### config.mk
export PLATFORM = sky130hd
export DESIGN_NAME = ym_slot_sequencer
export DESIGN_NICKNAME = d
export VERILOG_FILES = /design/src/rtl/ym_slot_sequencer.sv
export SDC_FILE = /design/constraint.sdc
export NUM_CORES = 1
export LEC_CHECK = 0
export ABC_CLOCK_PERIOD_IN_PS = 3750
export CAP_MARGIN = 20
export CORE_ASPECT_RATIO = 1.1
export CORE_MARGIN = 2
export CORE_UTILIZATION = 40
export DETAILED_ROUTE_END_ITERATION = 7
export MAX_ROUTING_LAYER = met4
export PLACE_DENSITY = 0.75
export SLEW_MARGIN = 20
export SYNTH_ARGS = -nofsm -noshare
export SYNTH_HDL_FRONTEND = slang
export SYNTH_SLANG_ARGS = --single-unit
### constraint.sdc
create_clock -name MCLK -period 3.75 [get_ports MCLK]
set_input_delay 1.125 -clock MCLK [delete_from_list [all_inputs] [get_ports MCLK]]
set_output_delay 1.125 -clock MCLK [all_outputs]
set_load 0.02 [all_outputs]
### src/rtl/ym_slot_sequencer.sv
// Operator-slot sequencer for the FM core: walks NUM_CH channels x 4 operators
// (op4, op1, op3, op2) per sample and decodes slot strobes, routing flags and DAC timing.
// Optional build macro YM_SEQ_ALG_LATCH_EN latches the algorithm number once per sample.
module ym_slot_sequencer #(
  parameter int NUM_CH        = 6,
  parameter int CH3_IDX       = 2,
  parameter int DAC_PERIOD    = 4,
  parameter int DAC_CH6_START = 4,
  parameter int SCNT_W        = 8
) (
  input  logic                           MCLK,
  input  logic                           reset_n,
  input  logic                           clk_en,
  input  logic                           fsm_reset,
  input  logic [2:0]                     connect,
  output logic [$clog2(4*NUM_CH)-1:0]    slot,
  output logic [$clog2(NUM_CH)-1:0]      ch_idx,
  output logic [1:0]                     op_grp,
  output logic                           fsm_sel0_o,
  output logic                           fsm_sel1_o,
  output logic                           fsm_sel2_o,
  output logic                           fsm_sel_last_o,
  output logic                           fsm_op1_sel_o,
  output logic                           fsm_op2_sel_o,
  output logic                           fsm_ch3_sel_o,
  output logic                           fsm_timer_ed_o,
  output logic                           alg_fb_sel_o,
  output logic                           alg_op2_o,
  output logic                           alg_cur1_o,
  output logic                           alg_cur2_o,
  output logic                           alg_op1_0_o,
  output logic                           alg_out_o,
  output logic                           fsm_dac_load,
  output logic                           fsm_dac_out_sel,
  output logic                           fsm_dac_ch6,
  output logic [SCNT_W-1:0]              sample_cnt,
  output logic                           sample_tick
);

  localparam int SLOTS  = 4 * NUM_CH;
  localparam int CH_W   = $clog2(NUM_CH);

  int   slot_i;
  logic timer_q;
  logic fb_q;

  assign slot_i = int'(slot);

  // Channel and operator group are pure decodes of the slot number.
  assign ch_idx = CH_W'(slot_i % NUM_CH);
  assign op_grp = 2'(slot_i / NUM_CH);

  assign fsm_sel0_o     = (slot_i == 0);
  assign fsm_sel1_o     = (slot_i == 1);
  assign fsm_sel2_o     = (slot_i == 2);
  assign fsm_sel_last_o = (slot_i == SLOTS - 1);
  assign fsm_op1_sel_o  = (op_grp == 2'd1);
  assign fsm_op2_sel_o  = (op_grp == 2'd3);
  assign fsm_ch3_sel_o  = (slot_i % NUM_CH == CH3_IDX);
  assign sample_tick    = fsm_sel0_o;

  assign fsm_dac_load    = (slot_i % DAC_PERIOD == 0);
  assign fsm_dac_out_sel = (slot_i >= SLOTS / 2);
  assign fsm_dac_ch6     = (slot_i >= DAC_CH6_START) && (slot_i < DAC_CH6_START + DAC_PERIOD);

  // The delayed copies make timer_ed a slot-3 pulse and drop fb_sel for the
  // slot after each op2 slot, which wraps into slot 0 of the next sample.
  assign fsm_timer_ed_o = timer_q & ~fsm_sel2_o;
  assign alg_fb_sel_o   = ~fb_q;

  // NOTE: sequential state uses non-blocking assignments so every register
  // samples pre-edge values, independent of statement order.
  always_ff @(posedge MCLK or negedge reset_n) begin
    if (!reset_n) begin
      slot       <= '0;
      timer_q    <= 1'b0;
      fb_q       <= 1'b0;
      sample_cnt <= '0;
    end else if (clk_en) begin
      slot    <= (fsm_reset || fsm_sel_last_o) ? '0 : slot + 1'b1;
      timer_q <= fsm_sel2_o;
      fb_q    <= fsm_op2_sel_o;
      if (fsm_sel_last_o && !fsm_reset)
        sample_cnt <= sample_cnt + 1'b1;
    end
  end

  logic [2:0] alg;
  logic [7:0] alg_sel;

`ifdef YM_SEQ_ALG_LATCH_EN
  logic [2:0] alg_q;

  // A mid-sample algorithm change is deferred to the next sample boundary.
  always_ff @(posedge MCLK or negedge reset_n) begin
    if (!reset_n)
      alg_q <= 3'd0;
    else if (clk_en && (fsm_reset || fsm_sel_last_o))
      alg_q <= connect;
  end

  assign alg = alg_q;
`else
  assign alg = connect;
`endif

  assign alg_sel = 8'd1 << alg;

  logic op4, op1, op3, op2;
  assign op4 = (op_grp == 2'd0);
  assign op1 = (op_grp == 2'd1);
  assign op3 = (op_grp == 2'd2);
  assign op2 = (op_grp == 2'd3);

  assign alg_op2_o   = (op4 & (alg_sel[0] | alg_sel[1] | alg_sel[2]))
                     | (op3 & alg_sel[3]);
  assign alg_cur1_o  = op3 & alg_sel[2];
  assign alg_cur2_o  = (op1 & (alg_sel[0] | alg_sel[3] | alg_sel[4] | alg_sel[5] | alg_sel[6]))
                     | (op3 & (alg_sel[0] | alg_sel[1] | alg_sel[3] | alg_sel[4]));
  assign alg_op1_0_o = (op4 & (alg_sel[1] | alg_sel[5]))
                     | (op3 & (alg_sel[2] | alg_sel[5]))
                     | op2;
  assign alg_out_o   = (op1 & alg_sel[7])
                     | (op3 & (alg_sel[5] | alg_sel[6] | alg_sel[7]))
                     | (op2 & (alg_sel[4] | alg_sel[5] | alg_sel[6] | alg_sel[7]))
                     | op4;

endmodule

==> results.json <==
{
  "status": "finished, violations left",
  "violations": "setup timing",
  "tritoncts": "yes",
  "fin_cells": 234,
  "io_pins": 43,
  "fin_crit_ns": 3.90,
  "drtAntennaViolNets": 0,
  "place_congestion": 0.777,
  "netlist.area_leader.share_pct": 30.2,
  "initial_core_util_pct": 41.6,
  "h-tree-depth": 1,
  "worst_hold_path.num_cells": 1,
  "finalHoldViolations": 0,
  "drt-initial-drc-count": 23,
  "drc_errors": 0,
  "r2r_end": "sample_cnt[1]",
  "synthArstFlopShare_pct": 100,
  "antenna_found_initial": 0,
  "ys_top_cells_by_area": "dfrtp_1, ha_1, xnor2_1, nand2_1, o21ai_0",
  "fillers": 290,
  "synth_edf_count": 0,
  "end_kind": "output pin",
  "drv_cap": 0,
  "clock-sinks": 15,
  "synth_common_cells": "dfrtp_1, nand2_1, o21ai_0, inv_1, xnor2_1",
  "fin_crit_sh_pct": 104,
  "grt_setup_unrepaired": "true",
  "wire_per_inst_um": 13.7,
  "slew_viol_final": 0,
  "r2r_setup_slack_ns": 1.81,
  "num_rows": 21,
  "crit_required_ns": 2.62,
  "finalSetupViolCount": 1,
  "hold_end": "sample_cnt[7]",
  "grt_pass1_wl_um": 5440,
  "hold_path_class": "reg -> reg",
  "core_area_sq_um": 3000,
  "clockPowerShare_pct": 20.1,
  "p_comb_share_pct": 40.4,
  "whs_ns": 0.479,
  "cellInternalPower_w": 0.000293,
  "yosys_warnings": 0,
  "cp.arrival_ns": 2.78,
  "finalSetupTns_ns": -0.151,
  "grt_pass1_vias": 1216,
  "worst_pin_slew_ns": 0.698,
  "fin_worst_skew_ns": 0.0107,
  "ys_seq_elements": 15,
  "postSynthCellCount": 146,
  "yosysUniqueCellTypes": 42,
  "synth_area_sq_um": 1240,
  "criticalPathCategory": "reg -> out",
  "hold_start": "sample_cnt[7]",
  "dp_hpwl_um": 2480,
  "finish.utilization_pct": 62.0,
  "clock-root-buffer": "clkbuf_4",
  "drt-total-wl_um": 3210,
  "ys.flop_type": "dfrtp_1",
  "syn-mean-instance-area_sq_um": 8.53,
  "p_sw_w": 0.000151,
  "pre_cts_ws_ns": -0.400,
  "max_slew_margin_pct": 53.3,
  "syn_to_final_growth_pct": 49.2,
  "synth-seq-area-share_pct": 30.2,
  "cellLeakagePower_nw": 0.813,
  "insertion_delay_ns": 0.28,
  "startpoint_type": "register",
  "fmax_ghz": 0.256,
  "placed_cells": 230,
  "crit_fanout": 2,
  "layout_setup_ws_ns": -0.151,
  "reg2regPathDepth": 4,
  "grt_max_degree": 20,
  "p_seq_share_pct": 39.5,
  "numPortBuffers": 42,
  "regToRegStartpoint": "slot[1]",
  "gr-usage-all-layers_pct": 19.2,
  "power_density_nw_per_um2": 239,
  "die_w_um": 57.2,
  "avgViaCountPerCell": 5.43,
  "antenna_cells": 0,
  "cts_inserted_buffers": 3,
  "clk_path_buf_depth": 2,
  "irDropWorstVdd_v": 0.000228,
  "dr.pass1.iters": 4,
  "num_vias": 1271,
  "die_area_sq_um": 3570,
  "layout.nets": 215,
  "switching_share_pct": 33.9,
  "clk_pin_slew_worst_paths_ns": 0.07,
  "synth_fp_nets": 160,
  "drive_above_1_share_pct": 23.0,
  "die_y_um": 62.5,
  "netlist.top_cell.by_area": "dfrtp_1",
  "grt_overflow": 0
}
-- state kept, by name (all words and copies together) (netlist names) --
register and cells:
sample_cnt 8, fb_q 1, timer_q 1, slot 5
-- routing by layer --
layer,up-vias,track usage (%),wire [um]
met5,-,-,0
met4,0,6.69,48
met3,8,2.07,122
met2,35,33.0,1710
met1,600,23.0,1340
li1,628,-,-
-- worst max-delay path, stage by stage, from the launching register on --
cell and delay, ns:
dfrtp_2 0.43, ha_4 0.26, nor2b_4 0.12, mux2_4 0.31
o22ai_2 0.14, ha_1 0.27, or4b_4 0.49, a211oi_2 0.15
nor2_1 0.07, a21oi_2 0.12, buf_4 0.14
-- power by group through the flow --
stage	Sequential (W)	Combinational (W)	Clock, W
floorplan	0.000183	0.0000985	0
global placement	0.000178	0.000178	0
detailed placement	0.000179	0.000183	0
CTS	0.000175	0.000179	0.0000934
global route	0.000177	0.000192	0.000101
finish	0.000175	0.000179	0.0000892
-- cell type report --
| class | instances | area [sq um] | area share (%) |
|---|---|---|---|
| clock buffers | 4 | 26.3 | 1.41 |
| flip-flops and latches | 15 | 377 | 20.3 |
| repair buffers | 59 | 526 | 28.3 |
| well taps | 34 | 42.5 | 2.29 |
| multi-input cells | 112 | 850 | 45.7 |
| inverters | 10 | 37.5 | 2.02 |
-- per-stage QoR --
step | total power (W) | instance area (sq um)
final | 0.000444 | 1860
after global routing | 0.000471 | 1860
after CTS | 0.000448 | 1840
after detailed placement | 0.000361 | 1810
after global placement | 0.000357 | 1810
after floorplan | 0.000282 | 1270
-- placed cells by master, fill, tap and decap left out, drive strengths merged, types with 2 or more instances in the layout --
cell / instances
buf: 21
a21oi: 2
and2: 5
nand4: 3
inv: 10
o22ai: 4
mux2i: 3
a221oi: 3
a21boi: 2
mux2: 3
ha: 7
nand2: 15
o31ai: 2
a31oi: 2
and3: 2
nor3: 2
a211oi: 2
nand4b: 2
dlygate4sd2: 4
clkbuf: 5
o21ai: 11
dfrtp: 15
or2: 2
nor2b: 7
nor2: 8
nand3: 5
xnor2: 9
clkdlybuf4s50: 32
-- what timing repair did --
| item | CTS | global route |
|---|---|---|
| endpoints found under the setup margin | 8 | 5 |
| pin swaps | 0 | 1 |
| resized for setup | 23 | 10 |
| buffers inserted | 0 | 0 |
| hold buffers | 0 | 0 |
| hold endpoints to repair | 0 | 0 |
-- logic make-up (layout without fill, tap and decap cells) --
group                    count (synthesis)  count (layout)  share of synthesized area (%)
buffers and inverters                   19              73                           6.93
AO/OA/AOI/OAI                           33              33                           19.2
adder cells (fa/ha/maj)                  7               7                           7.03
XOR/XNOR                                10              10                           7.04
multiplexers                             6               6                           5.13
flip-flops                              15              15                           30.2
AND/OR/NAND/NOR                         56              56                           24.5
-- worst max-delay path by stage --
stage	startpoint	endpoint	slack [ns]	cells after the start
after global placement	connect[2]	alg_op1_0_o	-0.33	6
after floorplan	slot[3]	fsm_ch3_sel_o	-0.23	11
after detailed placement	connect[2]	alg_op1_0_o	-0.40	6
after CTS	slot[3]	fsm_ch3_sel_o	-0.15	10
final	slot[3]	fsm_ch3_sel_o	-0.15	10
after global routing	slot[3]	fsm_ch3_sel_o	-0.23	10
Note: power is estimated with default switching activity, not from simulation.
